**src/rtl/uart_tx_arbiter.sv**
```systemverilog
// uart_tx_arbiter
// Round-robin arbiter sharing one UART transmitter between N byte
// producers. One byte is handed over per transfer; each source gets an
// acceptance pulse (ack) when its byte is latched and a completion pulse
// (sent) when the transmitter reports done. A watchdog aborts a transfer
// whose tx_done never arrives and reports it on err.
//
// Handshake semantics (all outputs registered, no input-to-output paths):
//   - req[i] is a level. While the arbiter is IDLE and the transmitter is not
//     busy, the sampled req vector is arbitrated and the winner's byte is
//     latched on that edge; ack[i] and tx_start are high for exactly the
//     following cycle. A source that still holds req in the first IDLE cycle
//     after its ack is offering a new byte.
//   - tx_start is a one-cycle pulse; tx_data holds the latched byte from the
//     tx_start cycle until the next grant.
//   - tx_done is a one-cycle pulse, honoured only while WAITing; it produces
//     sent[cur_src] in the next cycle. tx_done in IDLE is ignored.
//   - At most one of ack/sent/err is high in any cycle.

module uart_tx_arbiter #(
  parameter int N       = 4,
  parameter int DATA_W  = 8,
  parameter int TIMEOUT = 4096
) (
  input  logic                          clk,
  input  logic                          rst_n,
  input  logic [N-1:0]                  req,
  input  logic [N*DATA_W-1:0]           req_data,
  output logic [N-1:0]                  ack,
  output logic [N-1:0]                  sent,
  output logic                          err,
  output logic [((N > 1) ? $clog2(N) : 1)-1:0] cur_src,
  output logic                          tx_start,
  output logic [DATA_W-1:0]             tx_data,
  input  logic                          tx_busy,
  input  logic                          tx_done,
  output logic                          state_dbg
);

  // Source index width and watchdog counter width.
  localparam int SW = (N > 1) ? $clog2(N) : 1;
  localparam int WW = $clog2(TIMEOUT);

  // Last watchdog value before the transfer is declared stalled.
  localparam logic [WW-1:0] WDOG_LAST = WW'(TIMEOUT - 1);

  // Reset value of the round-robin pointer: N-1 so source 0 wins first.
  localparam logic [SW-1:0] LAST_INIT = SW'(N - 1);

  typedef enum logic {
    IDLE = 1'b0,
    WAIT = 1'b1
  } state_t;

  state_t          state;
  logic [SW-1:0]   last;
  logic [WW-1:0]   wdog;

  // Arbitration result for the current req vector.
  logic            win_vld;
  logic [SW-1:0]   win_idx;
  logic [DATA_W-1:0] win_byte;

  // Search scratch.
  int unsigned     cand;
  logic [SW-1:0]   cidx;

  // Debug view of the FSM: 0 = IDLE, 1 = WAIT.
  assign state_dbg = (state == WAIT);

  // Round-robin search: first set req bit starting at (last+1) mod N, with wrap.
  always_comb begin
    win_vld = 1'b0;
    win_idx = '0;
    cand    = 0;
    cidx    = '0;
    for (int k = 1; k <= N; k++) begin
      cand = 32'(last) + 32'(k);
      if (cand >= 32'(N)) begin
        cand = cand - 32'(N);
      end
      cidx = cand[SW-1:0];
      if (!win_vld && req[cidx]) begin
        win_vld = 1'b1;
        win_idx = cidx;
      end
    end
  end

  // Byte offered by the arbitration winner.
  always_comb begin
    win_byte = req_data[win_idx*DATA_W +: DATA_W];
  end

  // Grant/wait FSM with registered pulses, byte latch and watchdog.
  always_ff @(posedge clk) begin
    if (!rst_n) begin
      state    <= IDLE;
      last     <= LAST_INIT;
      wdog     <= '0;
      ack      <= '0;
      sent     <= '0;
      err      <= 1'b0;
      tx_start <= 1'b0;
      tx_data  <= '0;
      cur_src  <= '0;
    end else begin
      // Pulses default low; each is raised for a single cycle below.
      ack      <= '0;
      sent     <= '0;
      err      <= 1'b0;
      tx_start <= 1'b0;

      case (state)
        IDLE: begin
          // tx_done is deliberately not looked at here.
          if (win_vld && !tx_busy) begin
            state        <= WAIT;
            tx_data      <= win_byte;
            cur_src      <= win_idx;
            ack[win_idx] <= 1'b1;
            tx_start     <= 1'b1;
            wdog         <= '0;
          end
        end

        WAIT: begin
          // All req bits are ignored while a byte is in flight.
          // A completion arriving on the last watchdog cycle still counts
          // as a successful transfer, so tx_done is checked first.
          if (tx_done) begin
            sent[cur_src] <= 1'b1;
            last          <= cur_src;
            state         <= IDLE;
          end else if (wdog == WDOG_LAST) begin
            err   <= 1'b1;
            last  <= cur_src;
            state <= IDLE;
          end else begin
            wdog <= wdog + 1'b1;
          end
        end

        default: begin
          state <= IDLE;
        end
      endcase
    end
  end

endmodule

```
**config.mk**
```make
export PLATFORM = sky130hd
export DESIGN_NAME = uart_tx_arbiter
export DESIGN_NICKNAME = d
export VERILOG_FILES = /design/src/rtl/uart_tx_arbiter.sv
export SDC_FILE = /design/constraint.sdc
export NUM_CORES = 1
export LEC_CHECK = 0
export CELL_PAD_IN_SITES_DETAIL_PLACEMENT = 1
export CELL_PAD_IN_SITES_GLOBAL_PLACEMENT = 1
export CORE_MARGIN = 4
export CORE_UTILIZATION = 30
export CTS_BUF_LIST = sky130_fd_sc_hd__clkbuf_8
export DETAILED_ROUTE_END_ITERATION = 8
export PLACE_DENSITY_LB_ADDON = 0.1
export REMOVE_ABC_BUFFERS = 1
export SETUP_SLACK_MARGIN = 0.2
export SYNTH_ARGS = -nofsm -noshare
export SYNTH_HDL_FRONTEND = slang
export SYNTH_SLANG_ARGS = --single-unit
```
**constraint.sdc**
```tcl
create_clock -name clk -period 2.63 [get_ports clk]
set_clock_uncertainty 0.1 [all_clocks]
set_input_delay 0.6575 -clock clk [delete_from_list [all_inputs] [get_ports clk]]
set_output_delay 0.6575 -clock clk [all_outputs]
set_load 0.05 [all_outputs]
```
==> flow_metrics.py <==
metrics = {
    "status": {
        "status": "complete, no violations",
    },
    "power_and_ir_drop": {
        "total_power_uw": 1280,
        "powerDensity_mw_per_mm2": 496,
        "p_leak_uw": 0.000989,
        "swShare_pct": 30.8,
        "p_int_uw": 890,
        "p_comb_share_pct": 25.9,
        "peakVddDrop_mv": 0.206,
        "seq_power_share_pct": 44.6,
        "power_frac_clock_pct": 29.5,
        "p_sw_uw": 395,
    },
    "global_route": {
        "antenna_found_initial": 0,
        "grt_pass1_wl_um": 8340,
        "grt_util_all_layers_pct": 14.1,
        "overflow": 0,
        "grt_max_degree": 22,
        "grt_pass1_vias": 1687,
    },
    "floorplanning": {
        "die_h_um": 85.0,
        "core_mm2": 0.00564,
        "dieArea_mm2": 0.00723,
        "io_pins": 61,
        "rows": 27,
        "die_w_um": 85.0,
        "initial_core_util_pct": 31.6,
    },
    "yosys": {
        "synth_seq_area_share_pct": 39.4,
        "synth_edf_count": 0,
        "synthArstFlopShare_pct": 0,
        "synth_seq_cells": 35,
        "synthTopCellsByArea": "dfxtp_1 39%, nand3_1 6.2%, mux2i_1 5.6%",
        "synth_area_mm2": 0.00178,
        "syn-mean-instance-area_um2": 9.23,
        "ys_types": 44,
        "yosysWarnings": 0,
        "syn_inst": 193,
        "netlist.area_leader.share_pct": 39.4,
        "yosys.area.top_type": "dfxtp_1",
        "synth_ff_type": "dfxtp_1",
    },
    "route": {
        "vias": 1630,
        "ant_nets": 0,
        "avgRoutedWirePerCell_um": 14.6,
        "vias_per_cell": 4.91,
        "dr.pass1.iters": 4,
        "wl_um": 4850,
        "dr.first_iter.drc_count": 54,
        "drcViolationCount": 0,
    },
    "layout": {
        "antennaDiodeCount": 0,
        "drive_gt1_share_pct": 16.5,
        "fin_util_pct": 45.9,
        "fin_nets": 300,
        "area_delta_synth_final_pct": 45.5,
    },
    "clock_network": {
        "max-clock-path-buffers": 2,
        "root_buffer": "clkbuf_8",
        "htree_levels": 2,
        "cts_buffers": 5,
        "clk_pin_slew_worst_paths_ps": 80,
        "cts_tree": "built",
        "cts.sinks": 35,
        "insertion_delay_ps": 280,
    },
    "critical_path": {
        "critPathTopFamily": "buffers and inverters",
        "worstPathCellList": "clkdlybuf4s50_1",
        "crit_buf_inv": 1,
        "crit_arrival_ps": 1620,
        "slowest_delay_ps": 860,
        "critPathLaunchType": "register",
        "cp.required_ps": 1870,
        "end_kind": "output pin",
        "slowest_stage": "clkdlybuf4s50_1",
        "crit_path_max_fanout": 7,
        "path_class": "register to output pin",
    },
    "timing": {
        "tightest_slew_ps": 571,
        "rsz0062_at_grt": "no",
        "finalHoldViolations": 0,
        "slew_headroom_pct": 61.9,
        "maxSlewViolCount": 0,
        "post-route-period-util_pct": 90.3,
        "max_freq_ghz": 0.421,
        "fin_crit_ps": 2370,
        "setup_violations": 0,
    },
    "place": {
        "gp_congestion": 0.769,
        "io_buffer_count": 60,
        "dp_hpwl_um": 3710,
    },
    "worst_hold_path": {
        "hold_path.class": "register to register",
    },
    "job": {
        "maxCapViolCount": 0,
    },
}
[final cells by class]
class                           instances  area, um^2
Sequential cell                        35         701
Timing Repair Buffer                   71         699
Multi-Input combinational cell        143         998
Clock inverter                          3        16.3
Clock buffer                            5        68.8
Inverter                                3        16.3
Fill cell                             657        3050
Tap cell                               72        90.1
[metal layers]
metal / vias up / part of all wire (%) / global-route usage [%]
met3: 4 / 4.1 / 3.79
met2: 25 / 51 / 23.4
met1: 782 / 44 / 18.0
met4: 0 / 0.83 / 3.88
met5: - / 0 / 0
li1: 819 / - / -
[logic make-up (layout without fill, tap and decap cells)]
logic type | Yosys count | count (layout) | share of synthesized area, %
fa+ha+maj | 1 | 1 | 0.703
simple gates | 89 | 89 | 27.0
xor+xnor | 9 | 9 | 4.43
compound gates | 26 | 26 | 13.2
buf+inv | 15 | 82 | 4.64
flops | 35 | 35 | 39.4
mux | 18 | 18 | 10.7
[synthesized netlist by cell type (2+ instances only)]
cell type / number
a21oi_1: 5
and2_1: 5
and3_1: 2
and4_1: 3
buf_2: 5
clkbuf_1: 5
dfxtp_1: 35
inv_1: 2
mux2_2: 8
mux2i_1: 10
nand2_1: 19
nand2b_1: 2
nand3_1: 22
nand4_1: 6
nor2_1: 13
nor2b_1: 2
nor3_1: 5
o211ai_1: 2
o211ai_2: 8
o21ai_0: 3
xnor2_1: 2
xor2_1: 7
[state kept, by name, indices dropped and copies added (netlist names)]
name	count
wdog	12
sent	4
tx_data	8
last	2
err	1
cur_src	2
ack	4
state_dbg	1
tx_start	1
[power by group through the flow]
| stage | clock network [uW] | registers [uW] | logic (uW) |
|---|---|---|---|
| 6_report | 379 | 573 | 333 |
| 4_1_cts | 398 | 573 | 336 |
| 3_5_place_dp | 0 | 585 | 335 |
| 5_1_grt | 418 | 577 | 358 |
| 2_1_floorplan | 0 | 657 | 106 |
| 3_3_place_gp | 0 | 585 | 334 |
[per-stage QoR]
stage          cell area, um^2  worst slack (ps)  TNS [ps]  hold slack, ps  cells
6_report                  2590               255         0             380    332
3_5_place_dp              2500            -0.483    -0.483             364    324
4_1_cts                   2580               236         0             384    332
5_1_grt                   2590               201         0             417    332
3_3_place_gp              2500              19.2         0             356    324
2_1_floorplan             1710               245         0             378    181
[placed cells by master (no fill, tap or decap), drive strengths merged, types with 2 or more instances in the layout]
master	count
mux2i	10
nor3	6
clkinv	2
buf	11
inv	3
nand3	22
o211ai	10
clkbuf	5
xnor2	2
nand4	6
a21oi	5
nand2	20
nor2b	2
and4	3
nor2	13
o31ai	2
mux2	8
o21ai	3
nand2b	2
clkdlybuf4s50	60
and2	5
or2	2
and3	2
dfxtp	35
xor2	7
[path summary, 6_finish.rpt]
kind / from / endpoint / slack, ps / depth (start not counted)
setup / recovery: state_dbg$_SDFF_PN0_ / state_dbg / 260 / 1
hold / removal: tx_data[0]$_SDFFE_PN0P_ / tx_data[0]$_SDFFE_PN0P_ / 380 / 2
setup reg to reg: last[1]$_SDFFE_PN1P_ / tx_data[2]$_SDFFE_PN0P_ / 700 / 5
hold reg to reg: tx_data[0]$_SDFFE_PN0P_ / tx_data[0]$_SDFFE_PN0P_ / 380 / 2
[timing repair]
action                     in CTS  in global routing
setup buffers                   0                  0
resized for setup               0                  2
hold buffers                    0                  0
setup endpoints to repair       0                  9
Power figures use the tool's default switching activity.
